### src/rtl/lfsr_period_gen_pkg.sv
// Shared types, reference tap masks and the LFSR step function for lfsr_period_gen.
// The step function works on a 64-bit container; only the low n bits are meaningful.
package lfsr_period_gen_pkg;

  typedef enum logic [1:0] {
    StRun,
    StDone,
    StLocked
  } lfsr_mon_e;

  // Bit i set = tap on state[i]; term x^k maps to bit k-1.
  localparam logic [63:0] Taps4  = 64'h0000_0000_0000_000C; // x^4+x^3+1
  localparam logic [63:0] Taps8  = 64'h0000_0000_0000_00B8; // x^8+x^6+x^5+x^4+1
  localparam logic [63:0] Taps16 = 64'h0000_0000_0000_B400; // x^16+x^14+x^13+x^11+1
  localparam logic [63:0] Taps32 = 64'h0000_0000_8020_0003; // x^32+x^22+x^2+x+1
  localparam logic [63:0] Taps64 = 64'hD800_0000_0000_0000; // x^64+x^63+x^61+x^60+1

  function automatic logic [63:0] width_mask(input int unsigned n);
    logic [63:0] m;
    if (n >= 64) begin
      m = '1;
    end else begin
      m = (64'd1 << n) - 64'd1;
    end
    return m;
  endfunction

  function automatic logic [63:0] lfsr_step(input logic [63:0] state,
                                            input logic [63:0] taps,
                                            input int unsigned n,
                                            input logic        galois);
    logic [63:0] m;
    logic [63:0] s;
    logic [63:0] t;
    logic [63:0] nxt;
    m = width_mask(n);
    s = state & m;
    t = taps & m;
    if (galois) begin
      nxt = (s >> 1) ^ (s[0] ? t : 64'd0);
    end else begin
      nxt = ((s << 1) | {63'd0, ^(s & t)}) & m;
    end
    return nxt;
  endfunction

endpackage

### src/rtl/lfsr_period_gen_mon.sv
// Period monitor: counts steps from the loaded seed until the LFSR returns to it,
// flags saturation of the counter and the degenerate all-zero lockup state.
module lfsr_period_gen_mon
  import lfsr_period_gen_pkg::*;
#(
  parameter int unsigned N        = 64,
  parameter int unsigned CNT_W    = 32,
  parameter logic [63:0] RST_SEED = 64'h00E7_0000_0000_E700
) (
  input  logic             clk_i,
  input  logic             rst_ni,
  input  logic             load_i,
  input  logic [N-1:0]     seed_i,
  input  logic             step_i,
  input  logic [N-1:0]     next_state_i,
  output logic             running_o,
  output logic             period_valid_o,
  output logic [CNT_W-1:0] period_o,
  output logic             saturated_o,
  output logic             lockup_o
);

  localparam logic [CNT_W-1:0] CntMax = '1;

  lfsr_mon_e        mon_q, mon_d;
  logic [N-1:0]     ref_seed_q, ref_seed_d;
  logic [CNT_W-1:0] count_q, count_d;
  logic [CNT_W-1:0] count_inc;
  logic [CNT_W-1:0] period_q, period_d;
  logic             period_valid_q, period_valid_d;
  logic             saturated_q, saturated_d;

  // count_q never reaches CntMax while in StRun, so the increment cannot wrap.
  assign count_inc = count_q + CNT_W'(1);

  always_comb begin
    mon_d          = mon_q;
    ref_seed_d     = ref_seed_q;
    count_d        = count_q;
    period_d       = period_q;
    period_valid_d = 1'b0;
    saturated_d    = saturated_q;
    if (load_i) begin
      ref_seed_d  = seed_i;
      count_d     = '0;
      saturated_d = 1'b0;
      mon_d       = (seed_i != '0) ? StRun : StLocked;
    end else if (step_i) begin
      case (mon_q)
        StRun: begin
          count_d = count_inc;
          if (next_state_i == ref_seed_q) begin
            period_d       = count_inc;
            period_valid_d = 1'b1;
            mon_d          = StDone;
          end else if (count_inc == CntMax) begin
            saturated_d = 1'b1;
            mon_d       = StDone;
          end
        end
        default: ;
      endcase
    end
  end

  always_ff @(posedge clk_i or negedge rst_ni) begin
    if (!rst_ni) begin
      mon_q          <= StRun;
      ref_seed_q     <= RST_SEED[N-1:0];
      count_q        <= '0;
      period_q       <= '0;
      period_valid_q <= 1'b0;
      saturated_q    <= 1'b0;
    end else begin
      mon_q          <= mon_d;
      ref_seed_q     <= ref_seed_d;
      count_q        <= count_d;
      period_q       <= period_d;
      period_valid_q <= period_valid_d;
      saturated_q    <= saturated_d;
    end
  end

  assign running_o      = (mon_q == StRun);
  assign lockup_o       = (mon_q == StLocked);
  assign period_valid_o = period_valid_q;
  assign period_o       = period_q;
  assign saturated_o    = saturated_q;

endmodule

### src/rtl/lfsr_period_gen.sv
// Parametrised Fibonacci/Galois LFSR with seed load, step enable and a hardware
// period monitor that reports the number of steps needed to return to the seed.
module lfsr_period_gen
  import lfsr_period_gen_pkg::*;
#(
  parameter int unsigned N        = 64,
  parameter logic [63:0] TAPS     = 64'hD800_0000_0000_0000,
  parameter bit          GALOIS   = 1'b0,
  parameter int unsigned CNT_W    = 32,
  parameter logic [63:0] RST_SEED = 64'h00E7_0000_0000_E700
) (
  input  logic             clk_i,
  input  logic             rst_ni,
  input  logic             load_i,
  input  logic [N-1:0]     seed_i,
  input  logic             en_i,
  output logic [N-1:0]     state_o,
  output logic             running_o,
  output logic             period_valid_o,
  output logic [CNT_W-1:0] period_o,
  output logic             saturated_o,
  output logic             lockup_o
);

  logic [N-1:0] state_q, state_d;
  logic [N-1:0] step_val;
  logic [63:0]  step_wide;
  logic         locked;

  assign step_wide = lfsr_step(64'(state_q), TAPS, N, GALOIS);
  assign step_val  = step_wide[N-1:0];

  // Load wins over en; a locked (all-zero) state is held regardless of en.
  always_comb begin
    state_d = state_q;
    if (load_i) begin
      state_d = seed_i;
    end else if (en_i && !locked) begin
      state_d = step_val;
    end
  end

  always_ff @(posedge clk_i or negedge rst_ni) begin
    if (!rst_ni) begin
      state_q <= RST_SEED[N-1:0];
    end else begin
      state_q <= state_d;
    end
  end

  lfsr_period_gen_mon #(
    .N        (N),
    .CNT_W    (CNT_W),
    .RST_SEED (RST_SEED)
  ) u_mon (
    .clk_i          (clk_i),
    .rst_ni         (rst_ni),
    .load_i         (load_i),
    .seed_i         (seed_i),
    .step_i         (en_i),
    .next_state_i   (step_val),
    .running_o      (running_o),
    .period_valid_o (period_valid_o),
    .period_o       (period_o),
    .saturated_o    (saturated_o),
    .lockup_o       (lockup_o)
  );

  assign state_o = state_q;
  assign locked  = lockup_o;

endmodule
### config.mk
export PLATFORM = sky130hd
export DESIGN_NAME = lfsr_period_gen
export DESIGN_NICKNAME = d
export VERILOG_FILES = /design/src/rtl/lfsr_period_gen_pkg.sv /design/src/rtl/lfsr_period_gen_mon.sv /design/src/rtl/lfsr_period_gen.sv
export SDC_FILE = /design/constraint.sdc
export NUM_CORES = 1
export LEC_CHECK = 0
export ABC_AREA = 1
export BUFFER_PORTS_ARGS = -buffer_cell sky130_fd_sc_hd__buf_2
export CORE_MARGIN = 10
export CORE_UTILIZATION = 40
export CTS_CLUSTER_SIZE = 40
export DETAILED_ROUTE_END_ITERATION = 10
export PLACE_DENSITY = 0.63
export SLEW_MARGIN = 20
export SYNTH_ARGS = -nofsm -noshare
export SYNTH_HDL_FRONTEND = slang
export SYNTH_SLANG_ARGS = --single-unit
export TNS_END_PERCENT = 50
### constraint.sdc
create_clock -name clk_i -period 2.1 [get_ports clk_i]
set_input_delay 0.315 -clock clk_i [delete_from_list [all_inputs] [get_ports clk_i]]
set_output_delay 0.315 -clock clk_i [all_outputs]
set_load 0.005 [all_outputs]
After elaboration in Yosys (flattened, before gate mapping):

Index checks and enable logic that the tools add are counted.

* muxes and demuxes: 20
* bitwise operators: 2
* reductions and logical operators: 14
* add/sub/neg operators: 1
* equality and inequality tests: 4

Operator list (count)
* 2-to-1 mux 64 bit: 2
* 2-to-1 mux 32 bit: 3
* equality test 64 bit: 1
* bitwise OR 64 x 1 -> 64 bit: 1
* nonzero test 64 bit: 1
* parity 64 bit: 1
* adder 32 x 1 -> 32 bit (second input constant): 1
* equality test 32 bit (second input constant): 1
* 2-to-1 mux 2 bit: 6
* 2-to-1 mux 1 bit: 9
* AND reduction 4 bit: 2
* nonzero test 2 bit: 4
* AND reduction 3 bit: 1
* nonzero test 3 bit: 1
* equality test 2 bit (second input constant): 1
* logical NOT 2 bit: 1
* != test 2 bit (second input constant): 1
* AND reduction 2 bit: 1
* logical AND 1 bit: 1
* logical NOT 1 bit: 1
* inverter 1 bit: 1

* output and inout port bits: 100
* register bits after elaboration: 196
* input port bits: 68
* logic and storage cells: 48

Longest topological paths before layout:

Gate-level depths: netlist of run 1.

* depth in word-level cells: 7
* mapped depth: 17
* gate-level depth less buffers: 17

Cells and area by module:

From an unflattened synthesis of run 1, not the netlist that was laid out.

* cells, all modules: 1332
* area, all modules: 10496.3 um2

By module, submodules not included
* lfsr_period_gen_mon: cells each 938, area each 7014.2 um2, times used 1, seq. area each 3318.2 um2
* lfsr_period_gen: cells each 394, area each 3482.1 um2, times used 1, seq. area each 1616.6 um2

Least setup slack after synthesis of run 1:

No wires, ideal clock.

* kind: reg-to-reg
* start point: register u_mon.count_q[1]
* end point: register u_mon.mon_q[1]
* buffers on the path: 0
* arrival time: 1.751 ns
* setup slack: 0.232 ns
* period minus slack after synthesis: 1.868 ns
* library setup time: 0.116 ns
* data required time: 1.984 ns
* stages on the path, launching flop included: 17
* cells stage by stage: dfrtp_1 > ha_1 > nand2_2 > nor2_8 > nand2_4 > nor2_4 > nand3_1 > nand2_1 > nand2_1 > nor2_1 > nand2_1 > nor2_2 > nand3_1 > nand2_1 > nand2_1 > nand2_1 > nand2_1

* word-level cells in the longest chain between the ends: 4

RTL lines
* from (decl): line lfsr_period_gen_mon.sv:27 `logic [CNT_W-1:0] count_q, count_d;`
* from (signal assigned): line lfsr_period_gen_mon.sv:77 `count_q <= count_d;`
* adder 32 x 1 -> 32 bit: line lfsr_period_gen_mon.sv:34 `assign count_inc = count_q + CNT_W'(1);`
* equality test 32 bit: line lfsr_period_gen_mon.sv:56 `end else if (count_inc == CntMax) begin`
* nonzero test 3 bit (no source line)
* AND reduction 3 bit (no source line)
* to (signal assigned): line lfsr_period_gen_mon.sv:68 `mon_q <= StRun;`
* to (signal assigned): line lfsr_period_gen_mon.sv:75 `mon_q <= mon_d;`
* to (decl): line lfsr_period_gen_mon.sv:25 `lfsr_mon_e mon_q, mon_d;`

Every way passes these cells.
A chain may end at the register's enable or synchronous reset.

Worst setup path in the final report of run 1:

* start point: register u_mon.count_q[7]
* end point: register u_mon.mon_q[0]

The elaborated chain is that of the path after synthesis.

==> results of run 1 <==
[cells in the final DEF, fill, tap and decap left out, types with 9 or more instances in the layout]
cell type,n
buf_4,47
nor2_4,9
xor2_1,28
nor4_1,17
dfstp_2,24
o22ai_1,37
o21ai_1,15
inv_1,147
nor2_1,55
nand2_1,405
dfrtp_1,169
o21ai_0,174
nand4_1,23
buf_2,165
nand2_2,16
clkbuf_16,17
nor2_2,13
nand3_1,24
xnor2_1,14
[kinds of logic after synthesis]
| logic type | count (synthesis) |
|---|---|
| xor gates and xnor gates | 44 |
| buffers and inverters | 196 |
| AOI/OAI and AO/OA | 229 |
| adders and majority gates | 2 |
| and+or+nand+nor | 588 |
| DFF | 196 |
[how the worst max path moves through the flow]
stage,from,endpoint,slack [ns],cells after the start
after floorplan,u_mon.count_q[1]$_DFFE_PN0P_,u_mon.mon_q[1]$_DFFE_PN0P_,0.23,16
after global placement,u_mon.count_q[0]$_DFFE_PN0P_,u_mon.mon_q[1]$_DFFE_PN0P_,-0.11,17
after detailed placement,u_mon.count_q[0]$_DFFE_PN0P_,u_mon.mon_q[0]$_DFFE_PN0P_,-0.14,17
after global routing,u_mon.count_q[1]$_DFFE_PN0P_,u_mon.mon_q[1]$_DFFE_PN0P_,-0.18,16
final,u_mon.count_q[7]$_DFFE_PN0P_,u_mon.mon_q[0]$_DFFE_PN0P_,-0.05,16
after CTS,u_mon.count_q[0]$_DFFE_PN0P_,u_mon.mon_q[0]$_DFFE_PN0P_,-0.009,15
[flip-flops by register name, indices dropped and copies added, names as in the netlist]
| name | cells |
|---|---|
| u_mon.ref_seed_q | 64 |
| u_mon.mon_q | 2 |
| u_mon.saturated_o | 1 |
| state_o | 64 |
| u_mon.period_o | 32 |
| u_mon.count_q | 32 |
| u_mon.period_valid_o | 1 |
[power by group through the flow]
stage,Combinational [mW],Sequential (mW),Clock (mW)
final,1.38,4.33,3.27
after global routing,1.56,4.36,3.48
after CTS,1.39,4.32,3.33
after detailed placement,1.38,4.39,0
after global placement,1.36,4.38,0
after floorplan,0.680,4.35,0
[routing by layer]
layer,routed length (µm),vias up,global-route usage
met5,0,-,0
met2,15600,248,0.348
met4,680,0,0.0611
li1,-,4407,-
met1,12500,4251,0.231
met3,1730,42,0.0423
[layout make-up]
cell class | count | area (µm²)
timing repair buffer | 222 | 1350
clock buffer | 18 | 429
tap | 324 | 405
fill | 2430 | 12100
multi-input combinational | 863 | 4230
sequential | 196 | 4940
inverter | 149 | 559
clock inverter | 14 | 159
[critical path: cells and delay by family (launching register included)]
family | cells | cell delay (ns)
buffers and inverters | 1 | 0.14
DFF | 1 | 0.39
and+or+nand+nor | 15 | 1.50
[repair_timing]
| item | 4_1_cts | 5_1_grt |
|---|---|---|
| pin swaps | 5 | 23 |
| endpoints found under the setup margin | 35 | 36 |
| gates resized for setup | 17 | 31 |
| buffers inserted | 2 | 2 |
| hold buffers | 1 | 0 |
| gates cloned | 0 | 0 |
| hold endpoints to repair | 52 | 0 |
==> flow_metrics.env, run 1 <==
export IMPL_min_delay_path_depth=3
export IMPL_cp_max_fo=6
export IMPL_post_route_min_period_ns=2.15
export IMPL_finalHoldViolations=0
export IMPL_p_leak_nw=5.87
export IMPL_final_area_um2=12100
export IMPL_switchingPower_mw=2.77
export IMPL_clock_skew_ns=0.0152
export IMPL_failed_checks="setup timing"
export IMPL_synth_seq_cells=196
export IMPL_first_pass_iters=5
export IMPL_die_w_um=176
export IMPL_max_stage_delay_ns=0.39
export IMPL_clk_pin_slew_ns=0.08
export IMPL_io_buffers=167
export IMPL_synth_compound_area_frac=0.122
export IMPL_switching_share=0.309
export IMPL_peakVddDrop_uv=510
export IMPL_drt_iter0_drc=524
export IMPL_dp_cells=1749
export IMPL_place_worst_setup_slack_ns=-0.143
export IMPL_vias_per_cell=5.01
export IMPL_dpl_hpwl_um=23300
export IMPL_power_frac_seq=0.482
export IMPL_grt_pass1_wl_um=48500
export IMPL_synth_seq_area_share=0.506
export IMPL_fp_dieH_um=176
export IMPL_slowest_stage="dfrtp_1"
export IMPL_cap_violations=0
export IMPL_ys_types=35
export IMPL_synth_top_area_frac=0.441
export IMPL_clk_insertion_delay_late_ns=0.45
export IMPL_routabilityCongestion=0.924
export IMPL_nets=1519
export IMPL_synth_nets=1325
export IMPL_synth_cells=1255
export IMPL_grt_pass1_vias=9051
export IMPL_clock_sinks=196
export IMPL_synth_mux_area_frac=0
export IMPL_worstHoldEndpoint="u_mon.ref_seed_q[10]$_DFFE_PN1P_"
export IMPL_io_pins=168
export IMPL_placed_area_um2=11300
export IMPL_cts_root_buf="clkbuf_16"
export IMPL_synth_area_leader_cell="dfrtp_1"
export IMPL_synthFlopType="dfrtp_1"
export IMPL_grt_total_usage=0.196
export IMPL_worst_r2r_endpoint="u_mon.mon_q[0]$_DFFE_PN0P_"
export IMPL_areaGrowthSynthToFinish_pct=23.8
export IMPL_setup_viol=2
export IMPL_start_util=0.403
export IMPL_path_class="reg -> reg"
export IMPL_clkPwrFrac=0.364
export IMPL_min_period_over_period=1.02
export IMPL_worst_slack_ns=-0.0473
export IMPL_rsz0062_at_grt="yes"
export IMPL_final_util=0.500
export IMPL_wl_per_cell_um=17.0
export IMPL_drt_wl_total_um=30400
export IMPL_drc=0
export IMPL_synth_top_family_by_area="simple AND/OR/NAND/NOR gates"
export IMPL_synth_avg_cell_area_um2=7.77
export IMPL_hp_start="seed_i[10]"
export IMPL_synth_edf_count=0
export IMPL_status="finished with violations"
export IMPL_cts_buffer_depth=2
export IMPL_ant_nets=0
export IMPL_start_kind="register"
export IMPL_r2r_slack_ns=-0.05
export IMPL_syn_area_um2=9750
export IMPL_reg2reg_from="u_mon.count_q[7]$_DFFE_PN0P_"
export IMPL_synth_fa_ha_area_frac=0.00257
export IMPL_async_flop_share=1.00
export IMPL_drv_slew=0
export IMPL_max_slew_margin_rel=0.606
export IMPL_fp_row_count=57
export IMPL_power_density_nw_per_um2=744
export IMPL_cts_buffers=17
export IMPL_timing_hold_ws_ns=0.0908
export IMPL_ys_top_cells_by_area="dfrtp_1, nand2_1, o21ai_0"
export IMPL_crit_chain="buf_4, nand2_2, nor2_4, nand2_4, nor2_4, nand3_2, nand2_2, nand2_2, nor2_1, nand2_1, nor2_4, nand3_1, nand2_1, nand2_2, nand2_2, nand2_1"
export IMPL_synthTopCellsByCount="nand2_1, o21ai_0, dfrtp_1, inv_1, nor2_1"
export IMPL_fin_cells=1786
export IMPL_yosysWarnings=0
export IMPL_core_um2=24200
export IMPL_htree_num_levels=4
export IMPL_finalPower_mw=8.99
export IMPL_diodes=0
export IMPL_pwr_share_comb=0.154
export IMPL_fmax_mhz=466
export IMPL_antenna_found_initial=0
export IMPL_worst_pin_slew_ns=0.592
export IMPL_overflow=0
export IMPL_intPower_mw=6.21
export IMPL_dieArea_um2=31000
export IMPL_critPathCaptureType="register"
export IMPL_synth_xor_area_frac=0.0395
export IMPL_worstRegToRegCells=16
export IMPL_synth_simple_gate_area_frac=0.253
export IMPL_cp_required_ns=2.43
export IMPL_crit_arrival_ns=2.48
export IMPL_hp_class="in -> reg"
export IMPL_synthMostInstantiatedCell="nand2_1"
export IMPL_vias=8948
export IMPL_fin_setup_tns_ns=-0.0889
export IMPL_crit_path_frequent_cell="nand2_2"
export IMPL_drive_above_1_share=0.228
export IMPL_grt_max_degree=132
export IMPL_cts_tree="done"
(Power assumes the default switching activity.)
==> inputs of run 2 (changes only) <==
--- a/config.mk
+++ b/config.mk
@@ -15,5 +15,6 @@
 export SLEW_MARGIN = 20
 export SYNTH_ARGS = -nofsm -noshare
 export SYNTH_HDL_FRONTEND = slang
+export SYNTH_HIERARCHICAL = 1
 export SYNTH_SLANG_ARGS = --single-unit
 export TNS_END_PERCENT = 50
==> run 2 against run 1 <==
  * Register-to-register slack better by 0.05 ns
  * Clock skew hardly changed
  * Non-clock buffer count stayed put
  * Worst setup slack better by 0.048 ns
  * The run now ends clean
  * Total power is 3.1% lower
  * Highest routed layer is now met5
  * Critical path type unchanged
  * Sequential power is 0.9% lower
==> flow_metrics.env, run 2 <==
export IMPL_status="finished clean"
export IMPL_wl_per_cell_um=16.4
export IMPL_setup_viol=0
export IMPL_drc=0
export IMPL_clock_skew_ns=0.0152
export IMPL_max_slew_margin_rel=0.484
export IMPL_worst_slack_ns=0.000320
export IMPL_synth_seq_cells=196
export IMPL_grt_total_usage=0.177
export IMPL_core_um2=25900
export IMPL_cts_buffers=17
export IMPL_worst_pin_slew_ns=0.774
export IMPL_crit_arrival_ns=2.42
export IMPL_fmax_mhz=476
export IMPL_grt_pass1_vias=9019
export IMPL_startpoint="u_mon/count_q[0]$_DFFE_PN0P_"
export IMPL_critPathCaptureType="register"
export IMPL_die_w_um=182
export IMPL_use_met2=0.278
export IMPL_synthTopCellsByCount="nand2_1, dfrtp_1, inv_1, nor2_1, o21ai_0"
export IMPL_synth_avg_cell_area_um2=7.88
export IMPL_nets=1537
export IMPL_yosysWarnings=6
export IMPL_synthMostInstantiatedCell="nand2_1"
export IMPL_syn_area_um2=10500
export IMPL_post_route_min_period_ns=2.10
export IMPL_start_kind="register"
export IMPL_grt_max_degree=82
export IMPL_synth_seq_area_share=0.470
export IMPL_clk_pin_slew_ns=0.07
export IMPL_min_period_over_period=1.00
export IMPL_ys_top_cells_by_area="dfrtp_1, nand2_1, dfstp_2"
export IMPL_cts_tree="done"
export IMPL_dpl_hpwl_um=22000
export IMPL_ant_nets=0
export IMPL_layout_common_cells="nand2_1, dfrtp_1, buf_2"
export IMPL_use_met3=0.0412
export IMPL_peakVddDrop_uv=419
export IMPL_htree_num_levels=4
export IMPL_synth_area_leader_cell="dfrtp_1"
export IMPL_io_pins=168
export IMPL_fp_row_count=59
export IMPL_cp_required_ns=2.42
export IMPL_hp_class="in -> reg"
export IMPL_synth_edf_count=0
export IMPL_areaGrowthSynthToFinish_pct=17.5
export IMPL_reg2reg_from="u_mon/count_q[0]$_DFFE_PN0P_"
export IMPL_final_common_cell="nand2_1"
export IMPL_place_worst_setup_slack_ns=-0.0369
export IMPL_synth_cells=1332
export IMPL_hp_start="seed_i[10]"
export IMPL_cts_buffer_depth=2
export IMPL_crit_chain="buf_6, nand3_4, inv_4, buf_4, nand3_1, nor2_2, nand3_1, nand2_1, nand2_1, nor2_1, nand3_1, nand2_1, nand2_2, nand2_1, nand2_1"
export IMPL_ys_types=36
export IMPL_routabilityCongestion=0.914
export IMPL_path_class="reg -> reg"
export IMPL_power_density_nw_per_um2=706
export IMPL_start_util=0.405
export IMPL_cts_root_buf="clkbuf_16"
export IMPL_met1_usage=0.236
export IMPL_cp_max_fo=4
export IMPL_drt_wl_total_um=29800
export IMPL_cp_num_buf_inv=3
export IMPL_async_flop_share=1.00
export IMPL_drt_iter0_drc=716
export IMPL_crit_path_frequent_cell="nand2_1"
export IMPL_slowest_stage="dfrtp_1"
export IMPL_synth_nets=1402
export IMPL_grt_busiest_layer="met2"
export IMPL_first_pass_iters=5
export IMPL_dieArea_um2=33100
export IMPL_synth_top_area_frac=0.410
export IMPL_dp_cells=1772
export IMPL_p_leak_nw=5.91
export IMPL_drive_above_1_share=0.252
export IMPL_rsz0062_at_grt="yes"
export IMPL_finalHoldViolations=0
export IMPL_vias=9001
export IMPL_antenna_found_initial=3
export IMPL_cpLargestDelayFamily="simple AND/OR/NAND/NOR gates"
export IMPL_clock_sinks=196
export IMPL_synthFlopType="dfrtp_1"
export IMPL_max_stage_delay_ns=0.41
export IMPL_cap_violations=0
export IMPL_fp_dieH_um=182
export IMPL_grt_pass1_wl_um=47800
export IMPL_overflow=0
export IMPL_drv_slew=0
export IMPL_fin_cells=1815
export IMPL_vias_per_cell=4.96
export IMPL_clk_insertion_delay_late_ns=0.44
export IMPL_io_buffers=167
[run 2: cell types whose count changed in the layout (fill, tap and decap cells not counted), moves of 23 or more]
cell,delta
o21ai_0,-130
xnor2_1,+31
inv_1,-47
xor2_1,-23
nand3_1,+29
o22ai_1,-29
o211ai_1,+51
nand2_1,+105
[run 2: what timing repair did]
item / in CTS / in global routing
setup endpoints to repair: 10 / 36
pin swaps: 1 / 22
hold endpoints to repair: 53 / 0
hold buffers: 1 / 0
setup buffers: 1 / 10
gates resized for setup: 7 / 79
[run 2: final cells by class]
type / count / area (µm²)
diodes: 1 / 2.50
clock buffers: 18 / 439
clock inverters: 13 / 114
fillers: 2569 / 13600
inverters: 110 / 417
multi-input cells: 920 / 4610
flip-flops and latches: 196 / 4940
well taps: 335 / 419
repair buffers: 222 / 1390
[run 2: routing by layer]
layer / up-vias / part of all wire / wire length, µm
li1: 4436 / - / -
met5: - / 0.0011 / 34
met3: 38 / 0.065 / 1930
met1: 4240 / 0.46 / 13600
met4: 4 / 0.019 / 571
met2: 283 / 0.46 / 13700
[run 2: power breakdown]
part	internal, mW	switching, mW
clock	1.58	1.57
sequential	4.05	0.238
combinational	0.551	0.715
total	6.19	2.52
[run 2: final timing paths]
| path | end | slack, ns | cells past startpoint |
|---|---|---|---|
| max in group asynchronous | state_o[9]$_DFFE_PN1P_ | 1.01 | 3 |
| setup reg to reg | u_mon/mon_q[0]$_DFFE_PN0P_ | 0.0003 | 15 |
| hold reg to reg | u_mon/ref_seed_q[53]$_DFFE_PN1P_ | 0.47 | 2 |
| hold / removal | u_mon/ref_seed_q[10]$_DFFE_PN1P_ | 0.10 | 3 |
| min in group asynchronous | u_mon/period_o[28]$_DFFE_PN0P_ | 0.43 | 2 |
| setup / recovery | u_mon/mon_q[0]$_DFFE_PN0P_ | 0.0003 | 15 |
[run 2: worst min-delay path, cell delays in order]
cell and delay (ns):
buf_2 0.11, nand2_1 0.06, nand2_1 0.05
[run 2: kinds of logic after synthesis]
| kind of cell | synth area share |
|---|---|
| buffers and inverters | 0.107 |
| XOR/XNOR | 0.0426 |
| AO/OA/AOI/OAI | 0.0906 |
| AND/OR/NAND/NOR | 0.288 |
| flip-flops | 0.470 |
| adder cells (fa/ha/maj) | 0.00238 |
[run 2: metrics by stage]
step	hold slack [ns]	TNS, ns	power [mW]	instance area (µm²)	utilization
final	0.101	0	8.70	12300	0.476
after global routing	0.102	-4.32	9.15	12300	0.476
after CTS	0.0793	0	8.77	12100	0.466
after detailed placement	0.352	-0.0798	5.60	11500	0.443
after global placement	0.358	-0.0189	5.58	11500	0.443
after floorplan	0.0194	0	5.17	10500	-
==> inputs of run 3 (changes only) <==
--- a/config.mk
+++ b/config.mk
@@ -8,10 +8,10 @@
 export ABC_AREA = 1
 export BUFFER_PORTS_ARGS = -buffer_cell sky130_fd_sc_hd__buf_2
 export CORE_MARGIN = 10
-export CORE_UTILIZATION = 40
+export CORE_UTILIZATION = 57
 export CTS_CLUSTER_SIZE = 40
 export DETAILED_ROUTE_END_ITERATION = 10
-export PLACE_DENSITY = 0.63
+export PLACE_DENSITY = 0.83
 export SLEW_MARGIN = 20
 export SYNTH_ARGS = -nofsm -noshare
 export SYNTH_HDL_FRONTEND = slang
==> run 3 against run 2 <==
  * Via count is 1.4% higher
  * Combinational power is 3% lower
  * Non-clock buffer count is 12 lower
  * Hold slack worse by 0.0051 ns
  * Final area is 1.7% lower
  * Global-route usage is 4.8 points higher
  * Largest power group unchanged
==> flow_metrics.env, run 3 (synthesized netlist as in run 2, its figures left out) <==
export IMPL_p_leak_nw=5.84
export IMPL_drt_wl_total_um=28000
export IMPL_wl_met1_um=12300
export IMPL_met3_length_um=2130
export IMPL_max_stage_delay_ns=0.41
export IMPL_drv_slew=0
export IMPL_fin_cells=1698
export IMPL_dr_max_layer_used="met5"
export IMPL_fp_dieH_um=156
export IMPL_first_pass_iters=5
export IMPL_crit_chain="ha_4, nand2_4, nor2_8, nand2_4, nor2_4, nand2_1, nand2_1, nand2_1, nor2_1, nand2_1, nor2_2, buf_4, nand4_1, a21oi_1"
export IMPL_multiInputGateArea_um2=4630
export IMPL_ant_nets=0
export IMPL_drc=0
export IMPL_hp_class="in -> reg"
export IMPL_crit_path_frequent_cell="nand2_1"
export IMPL_dieArea_um2=24200
export IMPL_drt_iter0_drc=802
export IMPL_fin_setup_tns_ns=0
export IMPL_die_w_um=156
export IMPL_vias=9128
export IMPL_start_kind="register"
export IMPL_grt_pass1_vias=8877
export IMPL_cp_max_fo=6
export IMPL_areaGrowthSynthToFinish_pct=15.5
export IMPL_critPathCaptureType="register"
export IMPL_clk_pin_slew_ns=0.08
export IMPL_setup_viol=0
export IMPL_worst_pin_slew_ns=1.02
export IMPL_max_slew_margin_rel=0.320
export IMPL_cts_tree="done"
export IMPL_vias_per_cell=5.38
export IMPL_wl_per_cell_um=16.5
export IMPL_power_density_nw_per_um2=722
export IMPL_grt_total_usage=0.225
export IMPL_cts_buffers=17
export IMPL_post_route_min_period_ns=2.04
export IMPL_finalHoldViolations=0
export IMPL_start_util=0.582
export IMPL_routabilityCongestion=0.972
export IMPL_final_common_cell="nand2_1"
export IMPL_drive_above_1_share=0.255
export IMPL_nets=1525
export IMPL_grt_max_degree=127
export IMPL_met2_length_um=13100
export IMPL_status="finished clean"
export IMPL_cts_root_buf="clkbuf_16"
export IMPL_cts_buffer_depth=2
export IMPL_fmax_mhz=490
export IMPL_layout_common_cells="nand2_1, dfrtp_1, buf_2"
export IMPL_htree_num_levels=4
export IMPL_seqCellArea_um2=4940
export IMPL_clock_sinks=196
export IMPL_clock_skew_ns=0.0125
export IMPL_min_period_over_period=0.973
export IMPL_path_class="reg -> reg"
export IMPL_fp_row_count=49
export IMPL_crit_arrival_ns=2.40
export IMPL_io_pins=168
export IMPL_cp_required_ns=2.46
export IMPL_clk_insertion_delay_late_ns=0.44
export IMPL_io_buffers=167
export IMPL_dp_cells=1657
export IMPL_antenna_found_initial=2
export IMPL_slowest_stage="dfrtp_1"
export IMPL_rsz0062_at_grt="yes"
export IMPL_core_um2=18000
export IMPL_num_fill_cells=1493
export IMPL_overflow=0
export IMPL_grt_pass1_wl_um=44500
export IMPL_dpl_hpwl_um=20100
export IMPL_cap_violations=0
export IMPL_peakVddDrop_uv=597
-- run 3: changes by cell type in the layout (fill, tap and decap cells not counted), moves of 2 or more --
cell and delta:
nand2_2 +11, inv_6 -2, o21ai_0 -3, nand2_1 -10
buf_12 -3, o21ai_2 +2, nor2_1 -4, nor2_2 +5
buf_4 -9
-- run 3: timing repair --
item / in CTS / in global routing
endpoints found under the hold margin: 64 / 0
hold buffers: 1 / 0
endpoints found under the setup margin: 34 / 36
gates resized for setup: 21 / 81
pin swaps: 5 / 16
setup buffers: 0 / 7
-- run 3: per-layer routing --
metal	vias to the layer above	track usage
met5	-	0
met4	2	0.0668
met3	40	0.0499
met2	354	0.353
met1	4308	0.307
li1	4424	-
-- run 3: final timing paths --
kind / startpoint / to / slack, ns / depth (start not counted)
worst max register to register: u_mon/count_q[1]$_DFFE_PN0P_ / u_mon/saturated_o$_DFFE_PN0P_ / 0.06 / 14
min in group asynchronous: rst_ni / u_mon/period_o[21]$_DFFE_PN0P_ / 0.45 / 3
worst max-delay path: u_mon/count_q[1]$_DFFE_PN0P_ / u_mon/saturated_o$_DFFE_PN0P_ / 0.06 / 14
worst min-delay path: seed_i[10] / u_mon/ref_seed_q[10]$_DFFE_PN1P_ / 0.1 / 3
worst min register to register: u_mon/ref_seed_q[8]$_DFFE_PN1P_ / u_mon/ref_seed_q[8]$_DFFE_PN1P_ / 0.47 / 2
max in group asynchronous: rst_ni / state_o[26]$_DFFE_PN0P_ / 1.00 / 3
-- run 3: critical path, delay by kind of cell, from the launching register on --
family	cells	cell delay [ns]
AO/OA/AOI/OAI	1	0.14
adder cells (fa/ha/maj)	1	0.18
buffers and inverters	1	0.13
flip-flops	1	0.41
AND/OR/NAND/NOR	11	1.13
-- run 3: metrics by stage --
| stage | power [mW] | cell area, µm² | hold WS [ns] | util | setup WS [ns] |
|---|---|---|---|---|---|
| after floorplan | 5.17 | 10500 | 0.0194 | - | 0.127 |
| after detailed placement | 5.56 | 11200 | 0.374 | 0.624 | -0.0765 |
| after CTS | 8.78 | 11900 | 0.0818 | 0.659 | -0.0289 |
| after global routing | 9.12 | 12100 | 0.0879 | 0.672 | -0.139 |
| after global placement | 5.52 | 11200 | 0.375 | 0.624 | 0.0315 |
| final | 8.75 | 12100 | 0.0958 | 0.672 | 0.0573 |
-- run 3: report_power, final --
part | total (mW) | leakage [nW] | internal (mW) | switching (mW)
registers | 4.28 | 2.46 | 4.05 | 0.229
logic | 1.23 | 3.09 | 0.524 | 0.705
clock network | 3.24 | 0.282 | 1.71 | 1.53
total | 8.75 | 5.84 | 6.28 | 2.47
-- run 3: final cells by class --
type,count,area share
Sequential cell,196,0.407
Antenna cell,1,0.000206
Timing Repair Buffer,210,0.104
Clock inverter,14,0.0118
Clock buffer,18,0.0362
Tap cell,229,0.0236
Multi-Input combinational cell,920,0.382
Inverter,110,0.0344
